==> config.mk <==
export PLATFORM = sky130hd
export DESIGN_NAME = addsub_seq
export DESIGN_NICKNAME = d
export VERILOG_FILES = /design/src/rtl/calc_pkg.sv /design/src/rtl/addsub_chunk.sv /design/src/rtl/addsub_seq.sv
export SDC_FILE = /design/constraint.sdc
export NUM_CORES = 1
export LEC_CHECK = 0
export ABC_AREA = 1
export BUFFER_PORTS_ARGS = -buffer_cell sky130_fd_sc_hd__buf_2
export CORE_ASPECT_RATIO = 1.25
export CORE_MARGIN = 10
export CORE_UTILIZATION = 41
export CTS_CLUSTER_DIAMETER = 100
export CTS_CLUSTER_SIZE = 25
export DETAILED_ROUTE_END_ITERATION = 8
export GPL_TIMING_DRIVEN = 0
export HOLD_SLACK_MARGIN = 0.05
export PLACE_DENSITY = 0.63
export SKIP_CTS_REPAIR_TIMING = 1
export SLEW_MARGIN = 20
export SYNTH_ARGS = -nofsm -noshare
export SYNTH_HDL_FRONTEND = slang
export SYNTH_SLANG_ARGS = --single-unit
==> constraint.sdc <==
create_clock -name clk -period 4.3 [get_ports clk]
set_input_delay 1.29 -clock clk [delete_from_list [all_inputs] [get_ports clk]]
set_output_delay 1.29 -clock clk [all_outputs]
set_load 0.02 [all_outputs]
==> src/rtl/calc_pkg.sv <==
// calc_pkg: shared definitions for the UART hex calculator datapath.
//
// Contents:
//   state_e        - sequencing states of the multi-cycle add/subtract unit
//   OP_ADD/OP_SUB  - opcode encodings delivered by the command parser
package calc_pkg;

   typedef enum logic [1:0] {
      ST_IDLE = 2'd0,
      ST_BUSY = 2'd1,
      ST_DONE = 2'd2
   } state_e;

   localparam logic OP_ADD = 1'b0;
   localparam logic OP_SUB = 1'b1;

endpackage : calc_pkg

==> src/rtl/addsub_chunk.sv <==
// addsub_chunk: combinational CHUNK-bit ripple-carry adder slice.
//
// Parameters:
//   CHUNK  - slice width in bits
//   MSB_EN - 1: c_msb reports the carry into the top bit; 0: c_msb is held low
//            so no downstream overflow logic is generated
// Ports:
//   a, b   in  CHUNK  addends (b is already inverted by the caller for subtract)
//   c_in   in  1      carry in
//   sum    out CHUNK  sum bits
//   c_out  out 1      carry out of the top bit
//   c_msb  out 1      carry into the top bit (signed-overflow detection)
module addsub_chunk #(
   parameter int CHUNK  = 4,
   parameter bit MSB_EN = 1'b1
) (
   input  logic [CHUNK-1:0] a,
   input  logic [CHUNK-1:0] b,
   input  logic             c_in,
   output logic [CHUNK-1:0] sum,
   output logic             c_out,
   output logic             c_msb
);

   // carry[i] is the carry into bit i; carry[CHUNK] leaves the slice.
   logic [CHUNK:0] carry;

   assign carry[0] = c_in;

   generate
      for (genvar gi = 0; gi < CHUNK; gi++) begin : g_bit
         assign sum[gi]      = a[gi] ^ b[gi] ^ carry[gi];
         assign carry[gi+1]  = (a[gi] & b[gi]) | (carry[gi] & (a[gi] ^ b[gi]));
      end
   endgenerate

   assign c_out = carry[CHUNK];

   generate
      if (MSB_EN) begin : g_msb
         assign c_msb = carry[CHUNK-1];
      end else begin : g_no_msb
         assign c_msb = 1'b0;
      end
   endgenerate

endmodule : addsub_chunk

==> src/rtl/addsub_seq.sv <==
// addsub_seq: multi-cycle WIDTH-bit add/subtract, CHUNK bits per clock.
//
// Build option: define ADDSUB_SEQ_OVF_EN to compute the signed-overflow flag;
// without it ovf is constant 0 and no MSB-carry logic exists.
//
// Parameters: WIDTH (operand width, multiple of CHUNK), CHUNK (bits per cycle)
// Ports:
//   clk     in  1      clock, rising edge
//   rst_n   in  1      asynchronous active-low reset
//   start   in  1      request, accepted in IDLE or DONE only
//   op      in  1      0 = a+b, 1 = a-b
//   a, b    in  WIDTH  operands, captured on accepted start
//   busy    out 1      chunks being processed
//   done    out 1      one-cycle pulse, result and flags valid
//   result  out WIDTH  sum/difference modulo 2^WIDTH
//   c_out   out 1      carry out of MSB (subtract: 1 = no borrow)
//   zero    out 1      result == 0
//   ovf     out 1      signed overflow
module addsub_seq
   import calc_pkg::*;
#(
   parameter int WIDTH = 16,
   parameter int CHUNK = 4
) (
   input  logic             clk,
   input  logic             rst_n,
   input  logic             start,
   input  logic             op,
   input  logic [WIDTH-1:0] a,
   input  logic [WIDTH-1:0] b,
   output logic             busy,
   output logic             done,
   output logic [WIDTH-1:0] result,
   output logic             c_out,
   output logic             zero,
   output logic             ovf
);

   localparam int NCHUNK = WIDTH / CHUNK;
   localparam int CW     = (NCHUNK > 1) ? $clog2(NCHUNK) : 1;

`ifdef ADDSUB_SEQ_OVF_EN
   localparam bit OVF_EN = 1'b1;
`else
   localparam bit OVF_EN = 1'b0;
`endif

   state_e           state_q,  state_d;
   logic [WIDTH-1:0] a_q,      a_d;
   logic [WIDTH-1:0] b_q,      b_d;
   logic             carry_q,  carry_d;
   logic [CW-1:0]    cnt_q,    cnt_d;
   logic [WIDTH-1:0] result_q, result_d;
   logic             c_out_q,  c_out_d;
   logic             zero_q,   zero_d;
`ifdef ADDSUB_SEQ_OVF_EN
   logic             ovf_q,    ovf_d;
`endif

   logic [CHUNK-1:0] chunk_sum;
   logic             chunk_co;
   logic             chunk_cmsb;

   // Operands shift right by CHUNK each busy cycle, so the active chunk is
   // always the low slice and the single adder needs no input mux.
   addsub_chunk #(
      .CHUNK  (CHUNK),
      .MSB_EN (OVF_EN)
   ) u_chunk (
      .a     (a_q[CHUNK-1:0]),
      .b     (b_q[CHUNK-1:0]),
      .c_in  (carry_q),
      .sum   (chunk_sum),
      .c_out (chunk_co),
      .c_msb (chunk_cmsb)
   );

   always_comb begin
      state_d  = state_q;
      a_d      = a_q;
      b_d      = b_q;
      carry_d  = carry_q;
      cnt_d    = cnt_q;
      result_d = result_q;
      c_out_d  = c_out_q;
      zero_d   = zero_q;
`ifdef ADDSUB_SEQ_OVF_EN
      ovf_d    = ovf_q;
`endif

      case (state_q)
         ST_IDLE, ST_DONE: begin
            if (start) begin
               a_d     = a;
               // Subtract as a + ~b + 1: the +1 enters through the carry reg.
               b_d     = (op == OP_SUB) ? ~b : b;
               carry_d = op;
               cnt_d   = '0;
               state_d = ST_BUSY;
            end else begin
               state_d = ST_IDLE;
            end
         end

         ST_BUSY: begin
            a_d     = a_q >> CHUNK;
            b_d     = b_q >> CHUNK;
            carry_d = chunk_co;
            cnt_d   = cnt_q + CW'(1);
            for (int k = 0; k < NCHUNK; k++) begin
               if (cnt_q == CW'(k)) begin
                  result_d[k*CHUNK +: CHUNK] = chunk_sum;
               end
            end
            if (cnt_q == CW'(NCHUNK - 1)) begin
               cnt_d   = '0;
               c_out_d = chunk_co;
               zero_d  = (result_d == '0);
`ifdef ADDSUB_SEQ_OVF_EN
               ovf_d   = chunk_co ^ chunk_cmsb;
`endif
               state_d = ST_DONE;
            end
         end

         default: state_d = ST_IDLE;
      endcase
   end

   always_ff @(posedge clk or negedge rst_n) begin
      if (!rst_n) begin
         state_q  <= ST_IDLE;
         a_q      <= '0;
         b_q      <= '0;
         carry_q  <= 1'b0;
         cnt_q    <= '0;
         result_q <= '0;
         c_out_q  <= 1'b0;
         zero_q   <= 1'b0;
`ifdef ADDSUB_SEQ_OVF_EN
         ovf_q    <= 1'b0;
`endif
      end else begin
         state_q  <= state_d;
         a_q      <= a_d;
         b_q      <= b_d;
         carry_q  <= carry_d;
         cnt_q    <= cnt_d;
         result_q <= result_d;
         c_out_q  <= c_out_d;
         zero_q   <= zero_d;
`ifdef ADDSUB_SEQ_OVF_EN
         ovf_q    <= ovf_d;
`endif
      end
   end

   assign busy   = (state_q == ST_BUSY);
   assign done   = (state_q == ST_DONE);
   assign result = result_q;
   assign c_out  = c_out_q;
   assign zero   = zero_q;
`ifdef ADDSUB_SEQ_OVF_EN
   assign ovf    = ovf_q;
`else
   // The slice is built with MSB_EN = 0, so this is a constant low.
   assign ovf    = chunk_cmsb;
`endif

endmodule : addsub_seq

**Yosys cells after proc, flatten, opt, wreduce, memory -nomap -nowiden**

Cells that the tools add are included.

- Bits of input ports: 36
- Output and inout port bits: 21
- Word-level logic and storage cells: 65
- Bits in registers: 55
- Memories: 0
- Latch bits: 0
- Bits in read-only memories: 0
- Memory bits (writable): 0

- Eq/ne operators: 7
- Bitwise logic cells: 21
- Divide/modulo/power cells: 0
- Muxes and demuxes: 21
- Add/subtract/negate cells: 1
- Shifts and indexed selects: 0
- $mul: 0
- Reductions and logical operators: 7
- Magnitude comparators: 0

Operator list:

| kind | count |
|---|---|
| case mux 16 bit (2 select lines) | 2 |
| 2-to-1 mux 16 bit | 3 |
| 2-to-1 mux 4 bit | 8 |
| zero test 16 bit | 1 |
| NOT 16 bit | 1 |
| AND 1 bit | 8 |
| case mux 2 bit (2 select lines) | 2 |
| XOR 1 bit | 8 |
| equality test 2 bit (second input constant) | 3 |
| 2-to-1 mux 2 bit | 3 |
| equality test 2 x 1 -> 1 bit (second input constant) | 2 |
| zero test 2 bit | 2 |
| OR 1 bit | 4 |
| AND reduction 2 bit | 2 |
| adder 2 x 1 -> 2 bit (second input constant) | 1 |
| 2-to-1 mux 1 bit | 2 |
| != test 2 x 1 -> 1 bit (second input constant) | 1 |
| != test 2 bit (second input constant) | 1 |
| case mux 1 bit (2 select lines) | 1 |
| nonzero test 2 bit | 1 |
| OR reduction 2 bit | 1 |

**Longest topological paths before layout**

- Depth in word-level cells: 11
- Gate-level depth with buffers: 13

**Modules after synthesis**

From an unflattened synthesis, not the netlist that was laid out.

- Cell total of the unflattened synthesis: 316
- Area, all modules: 2758.9 um^2

By module, submodules not included:

| module | instances | area an instance (um^2) | seq. area each (um^2) | cells each |
|---|---|---|---|---|
| addsub_seq | 1 | 2630.0 | 1376.3 | 300 |
| addsub_chunk | 1 | 128.9 | 0.0 | 16 |

**Worst setup path before layout**

Ideal clock, no wire load.

- Path kind: reg2reg
- Start: reg a_q[0]
- End: reg zero_q, in the netlist zero
- Library setup time: 0.116 ns
- Data arrival time: 2.462 ns
- Buffers on the path: 0
- Stages on the path, launching flop included: 14
- Slack: 1.722 ns
- Period minus slack after synthesis: 2.578 ns
- Path through: dfrtp_1 -> fa_1 -> fa_1 -> fa_1 -> inv_1 -> fa_1 -> inv_1 -> nand2_1 -> nand2_1 -> nor2_1 -> nand2_1 -> nor2_1 -> nand2_1 -> nand2_1

- Longest elaborated chain between the ends: 11
- Elaborated cells on any way between the ends: 21

Ends and longest elaborated chain:

| element | RTL line | text |
|---|---|---|
| from (decl) | addsub_seq.sv:49 | `logic [WIDTH-1:0] a_q, a_d;` |
| from (signal assigned) | addsub_seq.sv:133 | `a_q <= '0;` |
| from (signal assigned) | addsub_seq.sv:145 | `a_q <= a_d;` |
| XOR 1 bit | addsub_chunk.sv:32, addsub_chunk.sv:33 |  |
| AND 1 bit | addsub_chunk.sv:33 | `assign carry[gi+1] = (a[gi] & b[gi]) \| (carry[gi] & (a[gi] ^ b[gi]));` |
| OR 1 bit | addsub_chunk.sv:33 |  |
| AND 1 bit | addsub_chunk.sv:33 |  |
| OR 1 bit | addsub_chunk.sv:33 |  |
| AND 1 bit | addsub_chunk.sv:33 |  |
| OR 1 bit | addsub_chunk.sv:33 |  |
| XOR 1 bit | addsub_chunk.sv:32 | `assign sum[gi] = a[gi] ^ b[gi] ^ carry[gi];` |
| 2-to-1 mux 4 bit | addsub_seq.sv:111 | `if (cnt_q == CW'(k)) begin` |
| 2-to-1 mux 4 bit | addsub_seq.sv:91 | `case (state_q)` |
| zero test 16 bit (*) | addsub_seq.sv:118 | `zero_d = (result_d == '0);` |
| to (signal assigned) | addsub_seq.sv:151 | `zero_q <= zero_d;` |
| to (decl) | addsub_seq.sv:55 | `logic zero_q, zero_d;` |

Every way passes the cells marked *; elsewhere a longest branch is shown, timed or not. The select of a mux whose other input is x is not followed.
A chain may end at the register's enable or synchronous reset.

**Worst setup path in the final report**

Same ends and word-level chain as after synthesis.

==> metrics <==
synth top area cells=dfrtp_1 (48%), nand2_1 (14%), xnor2_1 (4.6%), o211ai_1 (4.2%), a31oi_2 (4.0%); CP peak stage delay=440 ps; TritonCTS clock tree=yes; crit-path cells=fa_1, fa_1, fa_1, inv_1, fa_1, inv_1, nand2_1, nand2_1, nor2_1, nand2_1, nor2_1, nand2_1, nand2_1; Avg Inst Size Synth=9.21 µm²; Diodes inserted=0; Synth-to-Final Area Change=16.8%; DR vias/cell=4.85; multiplexer area fraction after synthesis=0%; Synth Area in Simple Gates=19.1%; Die W=94.5 µm; CTS Buf Count=5; Setup CP Type=flop to flop; Mapped Area=2850 µm²; Starting DRT DRC Count=50; status=finished, final reports clean; RSZ-0062 raised after global routing=no; Via Count=2,222; xor-xnor portion of the synthesized cell area=4.62%; Unique masters post-synth=26; H-tree Lvls=2; first-pass GRT wire length=11,300 µm; DP HPWL=4810 µm; endpoint type of the worst setup path=flop; GRT Util Overall=12.7%; Synth Register Bits=55; Overflow after GRT=0; setup slack, reg-to-reg=1480 ps; Tmin final=2820 ps; post-synthesis sequential area ratio=48.4%; Worst-path clk slew=100 ps; maxcap violations=0; Pre-Repair DR Iteration Count=4; setup_tns=0 ps; fill count=668; Peak Freq=355 MHz; Synth Warn #=0; layout cells sized above 1=24.8%; Initial Util=42.8%; Final Hold Fails=0; Slew Viols, Final=0; Setup violations, final=0; Crit-path slowest cell=fa_1; CP most frequent cell=nand2_1; CTS Root Cell=clkbuf_8; Critical Path Source Type=flop; CTS max path bufs=2; main combinational cell family by area after synthesis=simple AND/OR/NAND/NOR gates; row count=33; area of the multi-input gates=1210 µm²; overall power=2680 µW; Adder-Cell Fraction of Synth Area=4.57%; Yosys top cell area share=48.4%; core area=6650 µm²; worst-path fanout max=4; Pwr per Cell Area=806 nW/µm²; clk_skew=6.44 ps; WL final=6390 µm; initial antenna violation count=0; Area after DPL=3230 µm²; die height=113 µm; P_leak=0.00161 µW; Rel. slew slack=53.6%; Final ANT Viol Nets=0; clock tree sinks=55; Synth Area in Compound Gates=14.0%; actual slew at the worst max-slew pin=697 ps; number of nets in the layout=414; Seq. cell area=1380 µm²; Peak VDD IR=0.000361 V; min-delay worst type=flop to flop; Port Buf Inserts=54; Skew-Pair Late Insertion Delay=310 ps; Die ar.=10,700 µm²; largest area contributor in the netlist=dfrtp_1; worst path arrival time=3040 ps; RePlAce Congestion=0.816; Mapped Cells=309; number of global-route vias before repair=2,379; syn nets=353; drt drc=0; Critical Path RT=4520 ps; Final Cycle Share=65.6%; IO Pins=57; design area=3320 µm²; wire per inst=13.9 µm; largest net degree at the start of global routing=56
cells by family (layout without fill, tap and decap cells):
logic type	Yosys count	in the layout
XOR/XNOR	15	15
buffers and inverters	41	103
flip-flops	55	55
AO/OA/AOI/OAI	49	49
other	1	1
adder cells (fa/ha/maj)	8	8
AND/OR/NAND/NOR	140	140
where the power goes:
part           internal, µW  switching (µW)
logic                   574             910
clock network           120             183
registers               750             139
total                  1440            1230
Yosys cell counts:
cell type / n
o221ai_1: 6
nand3_2: 1
inv_4: 2
buf_12: 1
nor2_1: 25
ha_1: 4
o31ai_1: 1
conb_1: 1
a21oi_1: 1
fa_1: 4
inv_8: 1
a31oi_2: 9
nand3_1: 3
a22o_1: 4
a31oi_1: 2
nand2_1: 108
nand2_2: 3
inv_1: 24
buf_6: 9
buf_4: 3
buf_2: 1
o211ai_1: 16
o21ai_0: 8
o22ai_1: 2
dfrtp_1: 55
xnor2_1: 15
area by class of cell:
| class | count | area share [%] |
|---|---|---|
| sequential | 55 | 41.4 |
| multi-input combinational | 213 | 36.3 |
| timing repair buffer | 54 | 8.21 |
| buffer | 14 | 4.48 |
| inverter | 27 | 3.43 |
| tap | 87 | 3.28 |
| clock buffer | 5 | 2.07 |
| clock inverter | 3 | 0.791 |
critical path, delay by kind of cell (launching register included):
family / cells / cell delay, ps
buf+inv: 2 / 240
fa+ha+maj: 4 / 1660
flops: 1 / 420
simple gates: 7 / 430
routing by layer:
metal / part of all wire (%) / GRT usage, % / up-vias / wire length (µm)
li1: - / - / 1118 / -
met1: 45 / 15.9 / 1039 / 2900
met2: 47 / 20.5 / 56 / 3000
met3: 6.0 / 3.51 / 9 / 384
met4: 1.6 / 4.00 / 0 / 105
met5: 0 / 0 / - / 0
cells in the final DEF, fill, tap and decap left out, types with 2 or more instances in the layout:
| cell type | synthesis | layout |
|---|---|---|
| a22o_1 | 4 | 4 |
| a31oi_1 | 2 | 2 |
| a31oi_2 | 9 | 9 |
| buf_2 | 1 | 54 |
| buf_4 | 3 | 4 |
| buf_6 | 9 | 9 |
| clkbuf_8 | 0 | 5 |
| dfrtp_1 | 55 | 55 |
| fa_1 | 4 | 4 |
| ha_1 | 4 | 4 |
| inv_1 | 24 | 24 |
| inv_4 | 2 | 2 |
| inv_6 | 0 | 2 |
| nand2_1 | 108 | 108 |
| nand2_2 | 3 | 3 |
| nand3_1 | 3 | 3 |
| nor2_1 | 25 | 25 |
| o211ai_1 | 16 | 16 |
| o21ai_0 | 8 | 8 |
| o221ai_1 | 6 | 6 |
| o22ai_1 | 2 | 2 |
| xnor2_1 | 15 | 15 |
flip-flops by register name, summed over array words and instances, names as in the netlist:
name and count:
a_q 16, c_out 1, result 16, b_q 16, carry_q 1, cnt_q 2
zero 1, state_q 2
final timing paths:
path	startpoint	end	depth (start not counted)
min in group asynchronous	rst_n	result[7]$_DFFE_PN0P_	1
min reg2reg	zero$_DFFE_PN0P_	zero$_DFFE_PN0P_	2
max in group asynchronous	rst_n	b_q[14]$_DFFE_PN0P_	1
max	a_q[0]$_DFFE_PN0P_	zero$_DFFE_PN0P_	13
max reg2reg	a_q[0]$_DFFE_PN0P_	zero$_DFFE_PN0P_	13
min	zero$_DFFE_PN0P_	zero$_DFFE_PN0P_	2
through the flow:
stage	std cells	util, %	setup WS, ps	hold slack [ps]
after floorplan	309	-	1720	452
after global placement	450	48.5	1470	467
after detailed placement	450	48.5	1480	470
after CTS	458	50.0	1470	496
after global routing	458	50.0	1270	525
final	458	50.0	1480	487
Note: power is estimated with default switching activity, not from simulation.
